$ cat src/rtl/serial_adder_pkg.sv
// Shared types and helpers for the byte-serial wide adder.
// Holds the FSM encoding and the 4-bit carry-lookahead function used by the byte adder.
package serial_adder_pkg;

  localparam int BYTE_W = 8;

  typedef enum logic [1:0] {
    IDLE = 2'd0,
    RUN  = 2'd1,
    DONE = 2'd2
  } state_t;

  // 4-bit carry-lookahead add: returns {carry_out, sum[3:0]}.
  function automatic logic [4:0] cla4(input logic [3:0] x, input logic [3:0] y, input logic c0);
    logic [3:0] g;
    logic [3:0] p;
    logic [4:0] c;
    g    = x & y;
    p    = x ^ y;
    c[0] = c0;
    c[1] = g[0] | (p[0] & c[0]);
    c[2] = g[1] | (p[1] & g[0]) | (p[1] & p[0] & c[0]);
    c[3] = g[2] | (p[2] & g[1]) | (p[2] & p[1] & g[0]) | (p[2] & p[1] & p[0] & c[0]);
    c[4] = g[3] | (p[3] & g[2]) | (p[3] & p[2] & g[1]) | (p[3] & p[2] & p[1] & g[0])
         | (p[3] & p[2] & p[1] & p[0] & c[0]);
    return {c[4], p ^ c[3:0]};
  endfunction

endpackage

$ cat src/rtl/C_Select_adder_with_CLA_block_8bit.sv
// 8-bit carry-select adder built from 4-bit carry-lookahead blocks.
// The upper nibble is computed for both carry-in values and selected by the lower nibble's carry.
module C_Select_adder_with_CLA_block_8bit
  import serial_adder_pkg::*;
(
  input  logic [7:0] a,
  input  logic [7:0] b,
  input  logic       cin,
  output logic [7:0] sum,
  output logic       cout
);

  logic [4:0] lo;
  logic [4:0] hi0;
  logic [4:0] hi1;
  logic [4:0] hi;

  always_comb begin
    lo   = cla4(a[3:0], b[3:0], cin);
    hi0  = cla4(a[7:4], b[7:4], 1'b0);
    hi1  = cla4(a[7:4], b[7:4], 1'b1);
    hi   = lo[4] ? hi1 : hi0;
    sum  = {hi[3:0], lo[3:0]};
    cout = hi[4];
  end

endmodule

$ cat src/rtl/byte_lane_select.sv
// Picks byte lane cnt of the captured operands for the byte adder.
// With SUBTRACT_EN defined, the selected b byte is inverted when sub is set.
module byte_lane_select
  import serial_adder_pkg::*;
#(
  parameter int NBYTES = 4,
  parameter int CW     = 2
) (
  input  logic [BYTE_W*NBYTES-1:0] word_a,
  input  logic [BYTE_W*NBYTES-1:0] word_b,
  input  logic [CW-1:0]            cnt,
`ifdef SUBTRACT_EN
  input  logic                     sub,
`endif
  output logic [BYTE_W-1:0]        byte_a,
  output logic [BYTE_W-1:0]        byte_b
);

  logic [BYTE_W-1:0] raw_b;

  always_comb begin
    byte_a = '0;
    raw_b  = '0;
    for (int i = 0; i < NBYTES; i++) begin
      if (cnt == CW'(i)) begin
        byte_a = word_a[i*BYTE_W +: BYTE_W];
        raw_b  = word_b[i*BYTE_W +: BYTE_W];
      end
    end
`ifdef SUBTRACT_EN
    byte_b = sub ? ~raw_b : raw_b;
`else
    byte_b = raw_b;
`endif
  end

endmodule

$ cat src/rtl/serial_wide_adder_8.sv
// Byte-serial wide adder: feeds one byte pair per cycle (LSB first) through an 8-bit adder.
// Optional SUBTRACT_EN adds a sub input that turns the operation into a-b.
module serial_wide_adder_8
  import serial_adder_pkg::*;
#(
  parameter int NBYTES = 4
) (
  input  logic                  clk,
  input  logic                  rst_n,
  input  logic                  in_valid,
  output logic                  in_ready,
  input  logic [8*NBYTES-1:0]   a,
  input  logic [8*NBYTES-1:0]   b,
  input  logic                  cin,
`ifdef SUBTRACT_EN
  input  logic                  sub,
`endif
  output logic                  out_valid,
  input  logic                  out_ready,
  output logic [8*NBYTES-1:0]   sum,
  output logic                  cout,
  output logic                  busy
);

  localparam int WIDTH = BYTE_W * NBYTES;
  localparam int CW    = (NBYTES > 1) ? $clog2(NBYTES) : 1;

  // Handshakes: a transfer happens on a rising edge where valid and ready are both high;
  // in_ready is high only in IDLE and out_valid only in DONE, each derived from state alone.
  state_t            state_q;
  state_t            state_d;
  logic [CW-1:0]     cnt_q;
  logic              carry_q;
  logic [WIDTH-1:0]  a_q;
  logic [WIDTH-1:0]  b_q;
  logic [WIDTH-1:0]  sum_q;
  logic              cout_q;
`ifdef SUBTRACT_EN
  logic              sub_q;
`endif

  logic [BYTE_W-1:0] lane_a;
  logic [BYTE_W-1:0] lane_b;
  logic [BYTE_W-1:0] add_sum;
  logic              add_cout;
  logic              last;

  assign last = (cnt_q == CW'(NBYTES - 1));

  byte_lane_select #(
    .NBYTES (NBYTES),
    .CW     (CW)
  ) u_lane (
    .word_a (a_q),
    .word_b (b_q),
    .cnt    (cnt_q),
`ifdef SUBTRACT_EN
    .sub    (sub_q),
`endif
    .byte_a (lane_a),
    .byte_b (lane_b)
  );

  C_Select_adder_with_CLA_block_8bit u_adder (
    .a    (lane_a),
    .b    (lane_b),
    .cin  (carry_q),
    .sum  (add_sum),
    .cout (add_cout)
  );

  always_ff @(posedge clk or negedge rst_n) begin
    if (!rst_n) state_q <= IDLE;
    else        state_q <= state_d;
  end

  always_comb begin
    state_d = state_q;
    case (state_q)
      IDLE:    if (in_valid)  state_d = RUN;
      RUN:     if (last)      state_d = DONE;
      DONE:    if (out_ready) state_d = IDLE;
      default:                state_d = IDLE;
    endcase
  end

  assign in_ready  = (state_q == IDLE);
  assign out_valid = (state_q == DONE);
  assign busy      = (state_q != IDLE);
  assign sum       = sum_q;
  assign cout      = cout_q;

  // Carry between bytes lives only in carry_q, so a/b never reach sum combinationally.
  always_ff @(posedge clk or negedge rst_n) begin
    if (!rst_n) begin
      cnt_q   <= '0;
      carry_q <= 1'b0;
      a_q     <= '0;
      b_q     <= '0;
      sum_q   <= '0;
      cout_q  <= 1'b0;
`ifdef SUBTRACT_EN
      sub_q   <= 1'b0;
`endif
    end else begin
      case (state_q)
        IDLE: begin
          if (in_valid) begin
            a_q   <= a;
            b_q   <= b;
            cnt_q <= '0;
`ifdef SUBTRACT_EN
            sub_q   <= sub;
            carry_q <= sub ? 1'b1 : cin;
`else
            carry_q <= cin;
`endif
          end
        end
        RUN: begin
          for (int i = 0; i < NBYTES; i++) begin
            if (cnt_q == CW'(i)) sum_q[i*BYTE_W +: BYTE_W] <= add_sum;
          end
          carry_q <= add_cout;
          cnt_q   <= cnt_q + CW'(1);
          if (last) cout_q <= add_cout;
        end
        default: ;
      endcase
    end
  end

endmodule

$ cat config.mk
export PLATFORM = sky130hd
export DESIGN_NAME = serial_wide_adder_8
export DESIGN_NICKNAME = d
export VERILOG_FILES = /design/src/rtl/serial_adder_pkg.sv /design/src/rtl/C_Select_adder_with_CLA_block_8bit.sv /design/src/rtl/byte_lane_select.sv /design/src/rtl/serial_wide_adder_8.sv
export SDC_FILE = /design/constraint.sdc
export NUM_CORES = 1
export LEC_CHECK = 0
export CAP_MARGIN = 0
export CORE_UTILIZATION = 51
export DETAILED_ROUTE_END_ITERATION = 8
export PLACE_DENSITY_LB_ADDON = 0.08
export SLEW_MARGIN = 20
export SYNTH_ARGS = -nofsm -noshare
export SYNTH_HDL_FRONTEND = slang
export SYNTH_SLANG_ARGS = --single-unit
$ cat constraint.sdc
create_clock -name clk -period 3.1 [get_ports clk]
set_input_delay 0.62 -clock clk [delete_from_list [all_inputs] [get_ports clk]]
set_output_delay 0.62 -clock clk [all_outputs]
set_load 0.02 [all_outputs]
After elaboration in Yosys (flattened, before gate mapping)
Index checks and enable logic that the tools add are counted.
Storage, ports and cells
  output and inout port bits: 36
  input port bits: 69
  flip-flop bits (word level): 102
  logic and storage cells: 102
Operators by class
  bitwise logic cells: 55
  add/subtract/negate cells: 1
  mux-type cells: 17
  equality and inequality tests: 8
  reductions and logical operators: 11
Operators with widths (count)
  $mux 8: 8
  $and 1x1->1: 28
  $or 1x1->1: 20
  $xor 4x4->4: 5
  $reduce_and 2->1: 6
  $and 4x4->4: 2
  $mux 2: 4
  $eq 2x2->1 const B: 3
  $pmux 2 s3: 1
  $mux 5: 1
  $eq 2x1->1 const B: 2
  $logic_not 2->1: 2
  $ne 2x2->1 const B: 2
  $pmux 2 s2: 1
  $reduce_bool 2->1: 2
  $reduce_and 3->1: 1
  $add 2x1->2 const B: 1
  $ne 2x1->1 const B: 1
  $pmux 1 s2: 1
  $mux 1: 1

Longest topological paths before layout
Gate-level depths: netlist (run 1).
  depth after elaboration: 13
  depth in mapped cells: 14

Hierarchy
From an unflattened synthesis (run 1), not the netlist that was laid out.
Second synthesis, totals
  cells, all modules: 299
  area, all modules: 4983.5 um^2
Modules (own cells, without submodules)
  serial_wide_adder_8: area each 4217.8 um^2, seq. area each 2552.4 um^2, times used 1, cells an instance 238
  byte_lane_select: area each 424.2 um^2, seq. area each 0.0 um^2, times used 1, cells an instance 20
  C_Select_adder_with_CLA_block_8bit: area each 341.6 um^2, seq. area each 0.0 um^2, times used 1, cells an instance 41

Worst setup path before layout (run 1)
No wires, ideal clock.
  path type: register to register
  from: register cnt_q[1]
  to: register sum_q[27] (netlist: sum[27])
  period minus slack after synthesis: 2.764 ns
  buffers on the path: 2
  cell stages (with the launch flop): 15
  path slack: 0.336 ns
  required time: 2.968 ns
  arrival time: 2.632 ns
  cell sequence: dfrtp_1 > inv_1 > ha_1 > clkbuf_8 > clkbuf_1 > nand2_1 > a21oi_1 > a21oi_1 > o21ai_0 > ha_1 > a21o_1 > a21o_1 > a21oi_1 > xor2_1 > o21ai_0
Between the ends
  longest elaborated chain between the ends: 11
Ends and longest elaborated chain
  from (decl): line serial_wide_adder_8.sv:32  | logic [CW-1:0] cnt_q;
  from (signal assigned): line serial_wide_adder_8.sv:125  | cnt_q <= cnt_q + CW'(1);
  $logic_not 2->1: line byte_lane_select.sv:25  | if (cnt == CW'(i)) begin
  $mux 8 (4 in series): line byte_lane_select.sv:25
  $xor 4x4->4 / $and 4x4->4 (equally long branches): line serial_adder_pkg.sv:19, serial_adder_pkg.sv:18
  $and 1x1->1: line serial_adder_pkg.sv:23  | c[3] = g[2] | (p[2] & g[1]) | (p[2] & p[1] & g[0]) | (p[2] & p[1] & p[0] & c[0]);
  $or 1x1->1 / $and 1x1->1 (equally long branches) (2 in series): line serial_adder_pkg.sv:23
  $or 1x1->1: line serial_adder_pkg.sv:23
  $xor 4x4->4: line serial_adder_pkg.sv:26  | return {c[4], p ^ c[3:0]};
  to (signal, indexed assignment): line serial_wide_adder_8.sv:122  | if (cnt_q == CW'(i)) sum_q[i*BYTE_W +: BYTE_W] <= add_sum;
  to (decl): line serial_wide_adder_8.sv:36  | logic [WIDTH-1:0] sum_q;
Several ways; a longest one is shown, not always the timed one.
A chain may end at the register's enable or synchronous reset.

Worst setup path in the final report (run 1)
  from: register cnt_q[0]
  to: register sum_q[23] (netlist: sum[23])
Between the ends
  longest elaborated chain between the ends: 12
Ends and longest elaborated chain
  $logic_not 2->1: line byte_lane_select.sv:25
  $mux 8 (4 in series): line byte_lane_select.sv:25
  $xor 4x4->4 / $and 4x4->4 (equally long branches): line serial_adder_pkg.sv:19, serial_adder_pkg.sv:18
  $and 1x1->1, on equally long branches: line serial_adder_pkg.sv:23, serial_adder_pkg.sv:24, serial_adder_pkg.sv:25
  $or 1x1->1 (tied with other cells) (3 in series): line serial_adder_pkg.sv:23
  $xor 4x4->4 / $or 1x1->1 (equally long branches): line serial_adder_pkg.sv:26, serial_adder_pkg.sv:25
  $mux 5: line C_Select_adder_with_CLA_block_8bit.sv:22  | hi = lo[4] ? hi1 : hi0;
Several ways; a longest one is shown, not always the timed one.

==> results of run 1 <==
## report_power, final
group          total (mW)  switching (mW)  internal (mW)
registers            2.36           0.369           1.99
logic                4.36            2.34           2.02
clock network       0.898           0.488          0.410
total                7.62            3.19           4.42
## flip-flops by register name, indices dropped and copies added (netlist names)
signal and count:
a_q 32, b_q 32, carry_q 1, cnt_q 2
cout 1, state_q 2, sum 32
## what timing repair did
action	in CTS	in global routing
pin swaps	0	1
resized for setup	2	15
endpoints found under the setup margin	4	22
setup buffers	0	4
## cells by family (layout without fill, tap and decap cells)
logic type,count (synthesis),after routing
flops,102,102
mux,68,68
buf+inv,29,137
xor+xnor,4,4
compound gates,99,99
simple gates,93,93
fa+ha+maj,14,14
## routing by layer
layer,wire length [µm],global-route usage
met1,4830,0.311
met3,337,0.0312
met2,4880,0.339
met5,0,0
met4,121,0.0689
## layout by cell type, fill, tap and decap left out, types with 2 or more instances in the layout
master and count:
xnor2_1 3, buf_12 4, buf_4 10, nand2_1 61, clkdlybuf4s50_1 103, o21a_1 2, dfrtp_1 102, nand3b_1 10
a21oi_2 2, o21ai_1 4, clkinv_4 2, inv_6 2, ha_1 8, ha_2 4, nand2b_1 2, o31ai_1 15
mux2_2 68, a21o_1 7, a22oi_1 7, nor3_2 2, a21oi_1 28, o21ai_0 28, nor2_1 11, a21oi_4 2
inv_1 3, clkbuf_8 10
## final timing paths
check / slack [ps] / cells past startpoint / start / end
worst max-delay path: 190 / 13 / cnt_q[0]$_DFFE_PN0P_ / sum[23]$_DFFE_PN0P_
worst min-delay path: 290 / 1 / rst_n / sum[24]$_DFFE_PN0P_
worst max register to register: 190 / 13 / cnt_q[0]$_DFFE_PN0P_ / sum[23]$_DFFE_PN0P_
worst min register to register: 490 / 2 / sum[25]$_DFFE_PN0P_ / sum[25]$_DFFE_PN0P_
max in group asynchronous: 2110 / 2 / rst_n / a_q[24]$_DFFE_PN0P_
min in group clk: 490 / 2 / sum[25]$_DFFE_PN0P_ / sum[25]$_DFFE_PN0P_
## area by class of cell
type                       instances  share of cell area
sequential                       102               0.413
multi-input combinational        278               0.336
timing repair buffer             117               0.192
clock buffer                      10              0.0223
tap                              108              0.0219
clock inverter                     6              0.0124
inverter                           4             0.00243
==> impl_metrics.csv, run 1 <==
group,metric,value,unit
finish,instances_no_fill,625,
setup_path,crit_family,"compound AO/OA/AOI/OAI gates",
setup_path,cp_data_required_time,3370,ps
detailed_routing,vias_per_cell,5.44,
global_routing,grt_pass1_wl,16300,µm
yosys,synthCells,409,
yosys,synth_compound_area_frac,0.126,
finish,multi_input_area,2070,µm²
timing,rsz0062_at_grt,"false",
placed_design,hpwl,7300,µm
yosys,synth.area.top_cells,"dfrtp_1, mux2_2, nand2_1",
global_routing,globalRouteTotalUtil,0.215,
global_routing,first_global_vias,3320,
finish,n_antenna_cell,0,
timing,fin_crit_sh,0.938,
placed_design,dpl_cell_area,5880,µm²
floorplanning,initial_core_util,0.537,
timing,fin_crit,2910,ps
detailed_routing,drtPass1Iterations,4,
yosys,synth_top_family_by_area,"multiplexers",
floorplanning,io_pins,105,
yosys,synth_cell_types,36,
hold_path,hp-class,"in -> async",
status,status,"complete, no violations",
yosys,synth_mux_area_frac,0.161,
yosys,post-synth-top-count-cell,"dfrtp_1",
clock_tree,cts_tree,"yes",
timing,hold_viol,0,
yosys,avgSynthCellArea,11.7,µm²
clock_tree,clock_latency,360,ps
yosys,synthXorXnorAreaFrac,0.00734,
floorplanning,row_count,34,
detailed_routing,drc,0,
timing,skew,11.3,ps
placed_design,dp_slack,44.2,ps
finish,syn_to_final_growth,29.5,%
flow_run,cap_violations,0,
setup_path,cpMaxStageDelayCell,"dfrtp_1",
finish,nets,595,
setup_path,cp_slowest_stage_delay,390,ps
clock_tree,htreeDepth,3,
floorplanning,die_height,98.7,µm
setup_path,crit_chain,"buf_4 > ha_4 > buf_12 > a22oi_1 > nor2_1 > a21oi_1 > o21ai_0 > ha_1 > a21o_2 > a21o_1 > a21o_1 > a31o_1 > o31ai_1",
clock_tree,cts_root_buffer,"clkbuf_8",
global_routing,antenna_found_initial,0,
yosys,synthFlopType,"dfrtp_1",
timing,whs,289,ps
setup_path,cp.arrival,3170,ps
yosys,synth_fa_ha_area_frac,0.0383,
floorplanning,core_area,8890,µm²
finish,post-route-util,0.695,
finish,design_area,6180,µm²
yosys,yosys_register_bits,102,
floorplanning,dieArea,9750,µm²
setup_path,cp_common_cell,"a21o_1",
detailed_routing,routed_wl,10200,µm
clock_tree,cts_hold_buffers,0,
clock_tree,cts_buffers,9,
detailed_routing,drt_iter0_drc,118,
yosys,synthesis.area,4770,µm²
yosys,syn-num-nets,492,
clock_tree,cts_sinks,102,
yosys,synth.top_cells.by_count,"dfrtp_1, mux2_2, nand2_1",
timing,maxSlewHeadroom,0.530,
finish,drive_gt1_frac,0.224,
yosys,synth_top_area_cell,"dfrtp_1",
yosys,seq_area_frac_synth,0.535,
global_routing,grt_max_degree,69,
timing,finalMaxSlewViolations,0,
setup_path,crit_type,"reg -> reg",
power_and_ir_drop,powerDensity,1230,nW/µm²
yosys,async_flop_share,1.00,
setup_path,crit_fanout,26,
detailed_routing,vias,3399,
finish,n_fill_cell,705,
placed_design,port_buffers,104,
timing,tns,0,ps
placed_design,gp_congestion,0.754,
finish,final-seq-area,2550,µm²
power_and_ir_drop,p_leak,2.64,nW
timing,worst_slack,192,ps
clock_tree,clkTransAtPathRegs,100,ps
setup_path,start_kind,"flip-flop",
power_and_ir_drop,power,7.62,mW
power_and_ir_drop,ir_drop,0.000524,V
floorplanning,die_width,98.7,µm
timing,setup_viol_count_final,0,
global_routing,grt_overflow,0,
detailed_routing,wl_per_cell,16.3,µm
yosys,synth-edff-count,0,
clock_tree,clk_path_buf_depth,2,
placed_design,dpl.cell_count,605,
yosys,synth-simple-area-share,0.0905,
yosys,synth_warnings,0,
timing,tightestPinTransition,706,ps
detailed_routing,drtAntennaViolNets,0,
timing,timing.fmax,344,MHz
setup_path,worst-path-buf-inv,2,
setup_path,cp-end-kind,"flip-flop",
yosys,yosysTopAreaCellShare,0.535,
Note: power is estimated with default switching activity, not from simulation.
==> run 2: changes to the inputs <==
Settings changed: ABC_AREA set to 1, CELL_PAD_IN_SITES_DETAIL_PLACEMENT set to 0, CELL_PAD_IN_SITES_GLOBAL_PLACEMENT set to 1, CORE_UTILIZATION 51 to 37.
==> run 2 against run 1 <==
Effect of this change: synthesized area is 3.0% higher; combinational power grew 15%; critical endpoint is now sum[31]$_DFFE_PN0P_; clock power grew 17%.
==> impl_metrics.csv, run 2 <==
group,metric,value,unit
setup_path,cp-end-kind,"flip-flop",
power_and_ir_drop,power,8.44,mW
clock_tree,cts_tree,"yes",
timing,tns,0,ps
setup_path,reg2reg_to,"sum[31]$_DFFE_PN0P_",
setup_path,r2r_slack,310,ps
finish,n_antenna_cell,0,
yosys,synthesis.area,4910,µm²
power_and_ir_drop,powerDensity,1300,nW/µm²
finish,multi_input_area,2150,µm²
yosys,seq_area_frac_synth,0.519,
timing,setup_viol_count_final,0,
detailed_routing,drtAntennaViolNets,0,
floorplanning,initial_core_util,0.385,
yosys,syn-num-nets,687,
yosys,avgSynthCellArea,8.14,µm²
floorplanning,io_pins,105,
global_routing,grt.met2_usage,0.325,
power_and_ir_drop,ir_drop,0.000458,V
finish,final_cell_mix,"nand2_1, clkdlybuf4s50_1, dfrtp_1",
yosys,synth_warnings,0,
setup_path,timing.rr.start,"cnt_q[0]$_DFFE_PN0P_",
timing,hold_viol,0,
finish,final-seq-area,2550,µm²
yosys,synth-edff-count,0,
setup_path,cp-endpoint,"sum[31]$_DFFE_PN0P_",
timing,maxSlewHeadroom,0.585,
global_routing,met3_usage,0.0494,
placed_design,hpwl,9130,µm
timing,skew,5.87,ps
global_routing,globalRouteTotalUtil,0.200,
clock_tree,cts_hold_buffers,0,
timing,finalMaxSlewViolations,0,
placed_design,gp_congestion,0.841,
hold_path,hp-class,"in -> async",
setup_path,r2r_cells,17,
global_routing,grt_pass1_wl,20500,µm
clock_tree,clk_path_buf_depth,2,
setup_path,start_kind,"flip-flop",
setup_path,crit_type,"reg -> reg",
yosys,synth_top_area_cell,"dfrtp_1",
timing,timing.fmax,358,MHz
setup_path,critPathLaunch,"cnt_q[0]$_DFFE_PN0P_",
clock_tree,cts_root_buffer,"clkbuf_16",
finish,nets,792,
floorplanning,core_area,12800,µm²
detailed_routing,drt_iter0_drc,260,
detailed_routing,drc,0,
finish,layout_commonest_cell,"nand2_1",
global_routing,grt_max_degree,68,
clock_tree,cts_sinks,102,
power_and_ir_drop,p_leak,3.32,nW
yosys,yosys_register_bits,102,
global_routing,grtUsageMet1,0.265,
global_routing,busiest_layer,"met2",
detailed_routing,wl_per_cell,14.2,µm
detailed_routing,drtPass1Iterations,5,
clock_tree,clkTransAtPathRegs,70,ps
timing,fin_crit_sh,0.901,
global_routing,first_global_vias,4013,
detailed_routing,vias_per_cell,4.68,
timing,rsz0062_at_grt,"false",
clock_tree,htreeDepth,3,
setup_path,cp_data_required_time,3390,ps
floorplanning,die_height,117,µm
clock_tree,cts_buffers,9,
global_routing,grt_overflow,0,
finish,syn_to_final_growth,31.8,%
yosys,synth_cell_types,31,
status,status,"complete, no violations",
finish,drive_gt1_frac,0.0799,
floorplanning,row_count,41,
yosys,async_flop_share,1.00,
detailed_routing,routed_wl,12600,µm
clock_tree,clock_latency,350,ps
timing,tightestPinTransition,623,ps
yosys,synth.area.top_cells,"dfrtp_1, nand2_1, ha_1",
detailed_routing,vias,4140,
floorplanning,dieArea,13700,µm²
floorplanning,die_width,117,µm
finish,n_fill_cell,1272,
yosys,synth.top_cells.by_count,"nand2_1, dfrtp_1, nand3_1",
yosys,yosysTopAreaCellShare,0.519,
setup_path,cp.arrival,3080,ps
timing,fin_crit,2790,ps
yosys,synthFlopType,"dfrtp_1",
yosys,synthCells,604,
flow_run,cap_violations,0,
global_routing,antenna_found_initial,0,
setup_path,crit_fanout,7,
yosys,post-synth-top-count-cell,"nand2_1",
placed_design,port_buffers,104,
## run 2: area by class of cell
class / instances / area share
inverter: 32 / 0.0189
multi-input combinational: 448 / 0.332
timing repair buffer: 116 / 0.181
clock buffer: 14 / 0.0408
clock inverter: 1 / 0.000773
sequential: 102 / 0.394
tap: 172 / 0.0332
## run 2: timing repair
item                       4_1_cts  5_1_grt
setup endpoints to repair        0       26
buffers inserted                 0        4
resized for setup                0       13
## run 2: per-layer routing
| metal | vias up | part of all wire |
|---|---|---|
| met5 | - | 0 |
| met4 | 0 | 0.0098 |
| met3 | 10 | 0.044 |
| met2 | 103 | 0.47 |
| met1 | 1923 | 0.48 |
| li1 | 2104 | - |
## run 2: critical path: stages (launching register included)
cell     delay (ps)
dfrtp_1         390
inv_1           100
ha_1            210
inv_2           170
nor2_4          100
buf_4           140
a22oi_1         160
nand2_1          70
o21ai_0          90
a21oi_1          90
ha_1            410
nand2_1         120
nand2_1          90
nor2_1          180
nand3_1         130
nand3_2         140
nand3_1          90
nand2_1          60
## run 2: kinds of logic after synthesis
group                    Yosys count  share of synthesized area
flip-flops                       102                      0.519
AO/OA/AOI/OAI                     64                     0.0761
adder cells (fa/ha/maj)           14                     0.0372
XOR/XNOR                           3                    0.00688
buffers and inverters             55                     0.0555
AND/OR/NAND/NOR                  366                      0.305
## run 2: worst min path at each step
stage | slack, ps | endpoint | depth (start not counted)
after floorplan | 320 | a_q[0]$_DFFE_PN0P_ | 0
after global placement | 450 | sum[25]$_DFFE_PN0P_ | 2
after detailed placement | 470 | sum[24]$_DFFE_PN0P_ | 2
after CTS | 300 | state_q[1]$_DFFE_PN0P_ | 1
after global routing | 330 | state_q[1]$_DFFE_PN0P_ | 1
final | 280 | state_q[1]$_DFFE_PN0P_ | 1
## run 2: metrics by stage
stage / area [µm²] / std cells / setup WS (ps) / hold slack, ps / utilization
final: 6480 / 885 / 307 / 281 / 0.507
after global routing: 6480 / 885 / 35.8 / 327 / 0.507
after CTS: 6390 / 880 / 83.5 / 302 / 0.500
after detailed placement: 6120 / 865 / 96.2 / 465 / 0.479
after global placement: 6120 / 865 / 142 / 454 / 0.479
after floorplan: 4910 / 604 / 630 / 324 / -
## run 2: power by group
part	total, mW	leakage, nW	internal (mW)	switching (mW)
Clock	1.05	0.133	0.583	0.464
Sequential	2.36	1.27	1.98	0.380
Combinational	5.03	1.91	1.87	3.16
Total	8.44	3.32	4.43	4.00
==> patch, RTL diff (config.mk and constraints of run 2) <==
`NBYTES` is set to 4 in 2 places; all go to 16.
--- a/src/rtl/byte_lane_select.sv
+++ b/src/rtl/byte_lane_select.sv
@@ -3,7 +3,7 @@
 module byte_lane_select
   import serial_adder_pkg::*;
 #(
-  parameter int NBYTES = 4,
+  parameter int NBYTES = 16,
   parameter int CW     = 2
 ) (
   input  logic [BYTE_W*NBYTES-1:0] word_a,
--- a/src/rtl/serial_wide_adder_8.sv
+++ b/src/rtl/serial_wide_adder_8.sv
@@ -3,7 +3,7 @@
 module serial_wide_adder_8
   import serial_adder_pkg::*;
 #(
-  parameter int NBYTES = 4
+  parameter int NBYTES = 16
 ) (
   input  logic                  clk,
   input  logic                  rst_n,
Interface: changed (resized a, b and sum); port bits go from 105 to 393. The function was not compared with the original's and may differ.
==> patch against run 2 <==
- the run now ends with negative setup slack left
- hold slack lost 0.23 ns
- wire length grew to 4.8 times the old value
- global-route usage increased by 4.7 points
- critical path depth increased by 8
- area after synthesis grew to 3.6 times the old value
- sequential cell count grew 290
- design area increased to 3.9 times the old value
- synthesized cell count rose to 3.8 times the old value
- die area rose to 3.6 times the old value
- utilization grew 2.9 points
- setup slack got worse by 1.1 ns
- highest routed layer unchanged
Power is not shown: default switching activity piles up to over one toggle a cycle in this logic, so the estimate is an artifact.
==> patch: results (changes against run 2) <==
status: "complete, but fails checks"
failed_checks: "negative setup slack"
port_buffers: 392  # +280%
yosysWarnings: 0  # unchanged
dpl.hpwl_um: 44100  # +380%
grt_pass1_wl_um: 94200  # +360%
ys_top_cells_by_count: "nand2_1, dfrtp_1, o21ai_0"
fin_skew_ns: 0.0145  # +0.00868 ns
yosysSeqAreaShare_pct: 54.7  # +2.8 points
setup_viol: 130  # +130
clk_latency_ns: 0.57  # +0.22 ns
htreeDepth: 2  # -1
hp-class: "input port to asynchronous set/reset pin"
cts_max_path_buffers: 3  # +1
nets: 3048  # +280%
drt_iter0_drc: 1307  # +400%
synth_fp_nets: 2554  # +270%
synthTopCellsByArea: "dfrtp_1, nand2_1, o21ai_0"
grtUsageTotal_pct: 24.7  # +4.7 points
grt_pass1_vias: 16497  # +310%
fillers: 4571  # +260%
timing.final.ws_setup_ns: -0.797  # -1.10 ns
wirelength_um: 60400  # +380%
viasPerCell: 4.79  # +2.3%
crit_fanout: 8  # +1
drive_above_1_share_pct: 14.5  # +6.6 points
cts_buffers: 43  # +34
grt_start_max_net_pins: 176  # +160%
tightest_slew_ns: 0.914  # +0.291 ns
worstPathArrival_ns: 4.33  # +1.25 ns
synth_edf_count: 0  # unchanged
ys_types: 44  # +42%
gp_congestion: 0.880  # +4.7%
place_area_mm2: 0.0234  # +280%
-- patch: changes by cell type after synthesis, sizes merged, moves of 62 or more --
| cell | before | now |
|---|---|---|
| clkbuf | 4 | 95 |
| dfrtp | 102 | 392 |
| inv | 31 | 93 |
| nand2 | 312 | 1202 |
| nand3 | 27 | 92 |
| nor2 | 25 | 132 |
| o21ai | 28 | 140 |
-- patch: worst max-delay path: stages, from the launching register on --
cell and delay, ns:
dfrtp_1 0.42, buf_4 0.18, nor3_4 0.28, buf_6 0.17, buf_4 0.11, buf_4 0.10, buf_4 0.11, nand2_1 0.05
nand3_1 0.08, o211ai_1 0.18, nand3_1 0.12, nand2_1 0.05, nand2_1 0.08, nand2_1 0.08, nand2_1 0.09, nand2_1 0.06
nand2_1 0.09, nand2_1 0.06, nand3_1 0.11, nand2_1 0.13, a21oi_1 0.21, ha_1 0.28, buf_4 0.16, xor2_4 0.25
clkbuf_16 0.22, o21ai_2 0.05
-- patch: cell type report --
type / count / area share [%]
flip-flops and latches: 392 / 38.4
multi-input cells: 1673 / 29.9
repair buffers: 567 / 22.1
clock buffers: 60 / 4.82
well taps: 615 / 3.01
inverters: 96 / 1.52
clock inverters: 10 / 0.313
-- patch: cell families after synthesis --
| logic type | Yosys count | synth area share [%] |
|---|---|---|
| XOR/XNOR | 8 | 0.433 |
| AND/OR/NAND/NOR | 1457 | 32.2 |
| buffers and inverters | 214 | 5.94 |
| flip-flops | 392 | 54.7 |
| multiplexers | 1 | 0.0628 |
| AO/OA/AOI/OAI | 193 | 5.59 |
| adder cells (fa/ha/maj) | 14 | 1.02 |
-- patch: path summary, 6_finish.rpt --
path                           from  cells after the start        to
setup / recovery           cnt_q[2]                     25  sum[110]
hold / removal                rst_n                      1   sum[32]
setup reg to reg           cnt_q[2]                     25  sum[110]
hold reg to reg            sum[121]                      2  sum[121]
max in group asynchronous     rst_n                      2  a_q[100]
min in group clk           sum[121]                      2  sum[121]
-- patch: layer usage --
metal  up-vias  share of wire, %  GRT usage [%]
met4         0               2.0           5.49
met2       463                47           40.2
li1       8054                 -              -
met1      7750                46           34.9
met3        69               5.4           3.62
met5         -                 0              0
-- patch: metrics by stage --
stage               util, %  worst slack (ns)  hold WS, ns  setup TNS, ns  cells
floorplan                 -            -0.591        0.324         -27.27   2279
global placement       49.0            -0.718        0.455         -47.82   3321
detailed placement     49.0            -0.840        0.461         -60.99   3321
CTS                    53.2            -0.804       0.0850         -57.27   3411
global route           53.6             -1.11       0.0897        -100.46   3413
finish                 53.6            -0.797       0.0500         -60.83   3413
-- patch: timing repair --
action,CTS,global route
endpoints found under the setup margin,130,130
buffers inserted,15,4
cloned,5,1
gates resized for setup,198,47
pin swaps,14,23
hold buffers,0,0
